===== config.mk =====
export PLATFORM = sky130hd
export DESIGN_NAME = radix2_cplx_butterfly
export DESIGN_NICKNAME = d
export VERILOG_FILES = /design/src/rtl/radix2_cplx_butterfly.sv
export SDC_FILE = /design/constraint.sdc
export NUM_CORES = 2
export LEC_CHECK = 0
export CORE_ASPECT_RATIO = 1.4
export CORE_MARGIN = 1
export CORE_UTILIZATION = 50
export DETAILED_ROUTE_END_ITERATION = 12
export PLACE_DENSITY = 0.7
export REMOVE_ABC_BUFFERS = 1
export SETUP_SLACK_MARGIN = 0.3
export SYNTH_ARGS = -nofsm -noshare
export SYNTH_HDL_FRONTEND = slang
export SYNTH_SLANG_ARGS = --single-unit

===== constraint.sdc =====
create_clock -name clk -period 12.58 [get_ports clk]
set_clock_uncertainty 0.1 [all_clocks]
set_input_delay 1.887 -clock clk [delete_from_list [all_inputs] [get_ports clk]]
set_output_delay 1.887 -clock clk [all_outputs]
set_load 0.05 [all_outputs]

===== src/rtl/radix2_cplx_butterfly.sv =====
// rtl/radix2_cplx_butterfly.sv - 4-stage pipelined complex radix-2 DIT butterfly: X = A + W*B, Y = A - W*B
// Optional: define RADIX2_CPLX_BFLY_ROUND_EN for round-half-up on every right shift (default truncates).
module radix2_cplx_butterfly #(
  parameter int DATA_WIDTH    = 16,
  parameter int TWIDDLE_WIDTH = 16,
  parameter int TAG_WIDTH     = 8
) (
  input  logic                           clk,
  input  logic                           rst,
  input  logic                           enIn,
  input  logic                           validIn,
  input  logic signed [DATA_WIDTH-1:0]    aReIn,
  input  logic signed [DATA_WIDTH-1:0]    aImIn,
  input  logic signed [DATA_WIDTH-1:0]    bReIn,
  input  logic signed [DATA_WIDTH-1:0]    bImIn,
  input  logic signed [TWIDDLE_WIDTH-1:0] wReIn,
  input  logic signed [TWIDDLE_WIDTH-1:0] wImIn,
  input  logic [1:0]                     scaleIn,
  input  logic [TAG_WIDTH-1:0]           tagIn,
  output logic                           validOut,
  output logic signed [DATA_WIDTH+1:0]    xReOut,
  output logic signed [DATA_WIDTH+1:0]    xImOut,
  output logic signed [DATA_WIDTH+1:0]    yReOut,
  output logic signed [DATA_WIDTH+1:0]    yImOut,
  output logic [TAG_WIDTH-1:0]           tagOut
);

  localparam int PW = DATA_WIDTH + TWIDDLE_WIDTH;
  localparam int WW = DATA_WIDTH + 1;
  localparam int OW = DATA_WIDTH + 2;

`ifdef RADIX2_CPLX_BFLY_ROUND_EN
  // One extra bit so the half-LSB addend can never carry into the sign.
  localparam int SW = PW + 2;
  localparam logic signed [SW-1:0] PROD_RND = SW'(1) << (TWIDDLE_WIDTH - 2);
`else
  localparam int SW = PW + 1;
  localparam logic signed [SW-1:0] PROD_RND = '0;
`endif

  // Output scaling: shift by 0..2, with code 3 clamped to 2.
  function automatic logic signed [OW-1:0] scale_shift(input logic signed [OW-1:0] v,
                                                      input logic [1:0] s);
    logic [1:0]          sh;
    logic signed [OW:0]  e;
    logic signed [OW:0]  rnd;
    sh  = (s == 2'd3) ? 2'd2 : s;
    e   = {v[OW-1], v};
    rnd = '0;
`ifdef RADIX2_CPLX_BFLY_ROUND_EN
    if (sh != 2'd0) rnd[sh - 2'd1] = 1'b1;
`endif
    e = (e + rnd) >>> sh;
    return e[OW-1:0];
  endfunction

  logic                            r1_valid, r2_valid, r3_valid, r4_valid;
  logic [1:0]                      r1_scale, r2_scale, r3_scale;
  logic [TAG_WIDTH-1:0]            r1_tag, r2_tag, r3_tag, r4_tag;
  logic signed [DATA_WIDTH-1:0]    r1_are, r1_aim, r1_bre, r1_bim;
  logic signed [TWIDDLE_WIDTH-1:0] r1_wre, r1_wim;
  logic signed [DATA_WIDTH-1:0]    r2_are, r2_aim;
  logic signed [PW-1:0]            r2_prr, r2_pii, r2_pri, r2_pir;
  logic signed [OW-1:0]            r3_xre, r3_xim, r3_yre, r3_yim;
  logic signed [OW-1:0]            r4_xre, r4_xim, r4_yre, r4_yim;

  logic signed [SW-1:0]            w_sum_re, w_sum_im;
  logic signed [WW-1:0]            w_wb_re, w_wb_im;
  logic signed [OW-1:0]            w_x_re, w_x_im, w_y_re, w_y_im;
  logic                            w_unused;

  assign w_sum_re = {{(SW-PW){r2_prr[PW-1]}}, r2_prr} - {{(SW-PW){r2_pii[PW-1]}}, r2_pii} + PROD_RND;
  assign w_sum_im = {{(SW-PW){r2_pri[PW-1]}}, r2_pri} + {{(SW-PW){r2_pir[PW-1]}}, r2_pir} + PROD_RND;

  // Arithmetic shift by TWIDDLE_WIDTH-1 and narrowing to DATA_WIDTH+1 in one slice.
  assign w_wb_re = w_sum_re[TWIDDLE_WIDTH-1 +: WW];
  assign w_wb_im = w_sum_im[TWIDDLE_WIDTH-1 +: WW];

  assign w_x_re = {{2{r2_are[DATA_WIDTH-1]}}, r2_are} + {w_wb_re[WW-1], w_wb_re};
  assign w_x_im = {{2{r2_aim[DATA_WIDTH-1]}}, r2_aim} + {w_wb_im[WW-1], w_wb_im};
  assign w_y_re = {{2{r2_are[DATA_WIDTH-1]}}, r2_are} - {w_wb_re[WW-1], w_wb_re};
  assign w_y_im = {{2{r2_aim[DATA_WIDTH-1]}}, r2_aim} - {w_wb_im[WW-1], w_wb_im};

  assign w_unused = ^{w_sum_re[TWIDDLE_WIDTH-2:0], w_sum_re[SW-1:TWIDDLE_WIDTH-1+WW],
                      w_sum_im[TWIDDLE_WIDTH-2:0], w_sum_im[SW-1:TWIDDLE_WIDTH-1+WW]};

  always_ff @(posedge clk) begin
    if (rst) begin
      r1_valid <= 1'b0; r1_scale <= '0; r1_tag <= '0;
      r1_are   <= '0;   r1_aim   <= '0; r1_bre <= '0; r1_bim <= '0;
      r1_wre   <= '0;   r1_wim   <= '0;
      r2_valid <= 1'b0; r2_scale <= '0; r2_tag <= '0;
      r2_are   <= '0;   r2_aim   <= '0;
      r2_prr   <= '0;   r2_pii   <= '0; r2_pri <= '0; r2_pir <= '0;
      r3_valid <= 1'b0; r3_scale <= '0; r3_tag <= '0;
      r3_xre   <= '0;   r3_xim   <= '0; r3_yre <= '0; r3_yim <= '0;
      r4_valid <= 1'b0; r4_tag   <= '0;
      r4_xre   <= '0;   r4_xim   <= '0; r4_yre <= '0; r4_yim <= '0;
    end else if (enIn) begin
      r1_valid <= validIn; r1_scale <= scaleIn; r1_tag <= tagIn;
      r1_are   <= aReIn;   r1_aim   <= aImIn;   r1_bre <= bReIn; r1_bim <= bImIn;
      r1_wre   <= wReIn;   r1_wim   <= wImIn;

      r2_valid <= r1_valid; r2_scale <= r1_scale; r2_tag <= r1_tag;
      r2_are   <= r1_are;   r2_aim   <= r1_aim;
      r2_prr   <= r1_bre * r1_wre;
      r2_pii   <= r1_bim * r1_wim;
      r2_pri   <= r1_bre * r1_wim;
      r2_pir   <= r1_bim * r1_wre;

      r3_valid <= r2_valid; r3_scale <= r2_scale; r3_tag <= r2_tag;
      r3_xre   <= w_x_re;   r3_xim   <= w_x_im;
      r3_yre   <= w_y_re;   r3_yim   <= w_y_im;

      r4_valid <= r3_valid; r4_tag   <= r3_tag;
      r4_xre   <= scale_shift(r3_xre, r3_scale);
      r4_xim   <= scale_shift(r3_xim, r3_scale);
      r4_yre   <= scale_shift(r3_yre, r3_scale);
      r4_yim   <= scale_shift(r3_yim, r3_scale);
    end
  end

  assign validOut = r4_valid;
  assign tagOut   = r4_tag;
  assign xReOut   = r4_xre;
  assign xImOut   = r4_xim;
  assign yReOut   = r4_yre;
  assign yImOut   = r4_yim;

endmodule


==> impl_metrics.toml <==
[run_status]
status = "finished, final reports clean"

[floorplanning]
ios = 191
start_util_pct = 50.5
core_area_mm2 = 0.120
fp-row-count = 150
die_h_um = 413
die_area_mm2 = 0.122
die_w_um = 296

[worst_setup_path]
cp-end-kind = "flip-flop"
cp-start-kind = "flip-flop"
reg2reg_depth = 19
rrSetupSlack_ns = 5.19
path_class = "reg2reg"
required_ns = 12.99
path_max_fanout = 33
worstPathArrival_ns = 7.80
r2r_end = "r2_prr[29]$_SDFFE_PP0P_"
reg2reg_from = "r1_wre[2]$_SDFFE_PP0P_"

[logic_synthesis]
synthXorXnorAreaFrac_pct = 3.32
synthTopCellsByCount = "1268 x inv_1, 1052 x fa_1, 666 x nand2_1, 548 x nor2_1, 495 x and2_1"
syn_avg_cell_area_um2 = 8.96
ys.flop_type = "dfxtp_1"
ys_seq_area_share_pct = 14.6
muxShareOfSynthArea_pct = 5.95
synth_top_family_by_area = "adder cells"
yosysMostFrequentCell = "inv_1"
synth_edf_count = 0
async_flop_share_pct = 0
synth_top_area_cell = "fa_1"
synth_area_leaders = "fa_1 35%, dfxtp_1 15%, ha_1 9.5%, inv_1 7.9%, mux2i_1 6.0%"
yosysUniqueCellTypes = 76
netlist.area_leader.share_pct = 34.9
synth_cells = 6736
yosysWarnings = 0
synth_fa_ha_area_share_pct = 44.4
yosys_register_bits = 440
synth_compound_area_share_pct = 6.98
synth-simple-area-share_pct = 14.8
syn_area_mm2 = 0.0604

[timing]
slew_violations = 0
timing.fmax_mhz = 135
fin_crit_ns = 7.39
fin_crit_sh_pct = 58.7
relSlewSlack_pct = 23.3
setup_tns_ns = 0
setup_violations = 0
grt_setup_unrepaired = "no"
tightest_slew_ns = 1.15
hold_viol_final = 0

[clock_network]
ctsLongestPathBuffers = 3
clk_latency_ns = 0.69
clock_sinks = 440
cts_tree = "done"
holdBufCountCts = 0
htree_levels = 2
post_cts_buffers = 0
clk_pin_slew_ns = 0.08
cts_resized = 0
cts_buffers = 54
root_buffer = "clkbuf_16"

[power_and_ir_drop]
powerDensity_mw_per_mm2 = 113
totalPowerFinal_w = 0.00739
leakagePower_nw = 32.5
ir_drop_mv = 0.129

[route]
ant_nets = 0
drt_iter0_markers = 2619
drc = 0
vias = 45200
vias_per_cell = 5.41
wl_per_cell_um = 19.1
drt_pass1_iterations = 5
wirelength_um = 160000

[layout]
nets = 8343
drive_gt1_share_pct = 3.03
syn_to_final_growth_pct = 8.68

[place]
globalplace.congestion = 0.957
hpwl_um = 122000
port_buffers = 190

[min_path]
holdPathEnd = "r2_pii[29]$_SDFFE_PP0P_"
min_path_cells = 2
min_from = "r2_pii[29]$_SDFFE_PP0P_"
hp-class = "reg2reg"

[global_route]
grt_max_degree = 158
grt_pass1_vias = 48300
grt_pass1_wl_um = 258000
antenna_found_initial = 5
grt-ovfl-total = 0
grt_usage_pct = 27.2

[run]
cap_violations = 0
==> state kept, by name, summed over array words and instances, names as in the netlist, 16 cells and up <==
signal,cells
r1_bre,16
r3_yre,17
r3_xre,18
r1_are,16
r2_pri,32
r3_xim,18
xReOut,18
xImOut,18
r3_yim,17
r1_wim,16
r2_aim,16
r2_prr,32
r2_pir,32
yImOut,18
yReOut,18
r1_aim,16
r2_pii,32
r2_are,16
r1_bim,16
r1_wre,16
==> worst max path at each step <==
stage | from | to | slack [ns] | depth (start not counted)
2_1_floorplan | r1_bre[15]$_SDFFE_PP0P_ | r2_pri[30]$_SDFFE_PP0P_ | 6.02 | 19
3_3_place_gp | r1_wre[2]$_SDFFE_PP0P_ | r2_prr[29]$_SDFFE_PP0P_ | 5.48 | 19
3_5_place_dp | r1_wre[2]$_SDFFE_PP0P_ | r2_prr[29]$_SDFFE_PP0P_ | 5.32 | 19
4_1_cts | r1_wre[2]$_SDFFE_PP0P_ | r2_prr[29]$_SDFFE_PP0P_ | 5.26 | 19
5_1_grt | r1_wre[5]$_SDFFE_PP0P_ | r2_prr[29]$_SDFFE_PP0P_ | 4.96 | 21
6_report | r1_wre[2]$_SDFFE_PP0P_ | r2_prr[29]$_SDFFE_PP0P_ | 5.19 | 19
==> power breakdown <==
part	internal [W]	switching (W)
Combinational	0.00149	0.00237
Clock	0.00101	0.000714
Sequential	0.00159	0.000205
==> critical path, stage by stage, from the launching register on <==
cell and delay [ns]:
dfxtp_2 0.95, nand2_1 0.17, fa_1 0.54, fa_1 0.59, fa_1 0.46, fa_1 0.54
inv_1 0.05, fa_1 0.50, fa_1 0.42, ha_1 0.34, nand2_1 0.15, nor3_1 0.07
o41a_1 0.46, o41ai_4 0.43, a41oi_2 0.30, a311oi_2 0.55, o21bai_1 0.14, a21oi_1 0.22
xor2_1 0.17, o21ai_1 0.07
==> metal layers <==
metal  global-route usage [%]  part of all wire, %
met5                        0               0.0075
met4                     17.4                  7.7
met3                     3.52                  6.1
met2                     46.5                   48
met1                     32.2                   38
==> through the flow <==
stage	instance area [µm²]	setup WS [ns]	cells	hold slack [ns]	utilization (%)
after global placement	63700	5.48	8263	0.337	53.3
final	65600	5.19	8362	0.349	54.9
after floorplan	59100	6.02	6401	0.325	-
after global routing	65600	4.96	8361	0.379	54.9
after CTS	65600	5.26	8361	0.351	54.9
after detailed placement	63700	5.32	8263	0.340	53.3
==> kinds of logic (layout without fill, tap and decap cells) <==
logic type | count (synthesis) | in the layout
buf+inv | 1604 | 1633
fa+ha+maj | 1510 | 1510
xor+xnor | 229 | 229
compound gates | 667 | 667
flops | 440 | 440
mux | 359 | 359
other cells | 0 | 1
simple gates | 1927 | 1927
==> area by class of cell <==
cell class                      count  area, µm²
Multi-Input combinational cell   4692      45600
Tap cell                         1596       2000
Timing Repair Buffer              266       2510
Inverter                         1269       4760
Clock inverter                     22        363
Clock buffer                       76       1590
Sequential cell                   440       8830
Fill cell                       10800      53900
Antenna cell                        1       2.50
==> cells in the final DEF (no fill, tap or decap), types with 188 or more instances in the layout <==
| master | synthesis | routed |
|---|---|---|
| ha_1 | 458 | 458 |
| nand2_1 | 666 | 666 |
| o21ai_0 | 188 | 188 |
| fa_1 | 1052 | 1052 |
| mux2i_1 | 359 | 359 |
| inv_1 | 1268 | 1268 |
| dfxtp_1 | 440 | 428 |
| and2_1 | 495 | 495 |
| nor2_1 | 548 | 546 |
| clkdlybuf4s50_1 | 0 | 188 |
(Power assumes the default switching activity.)
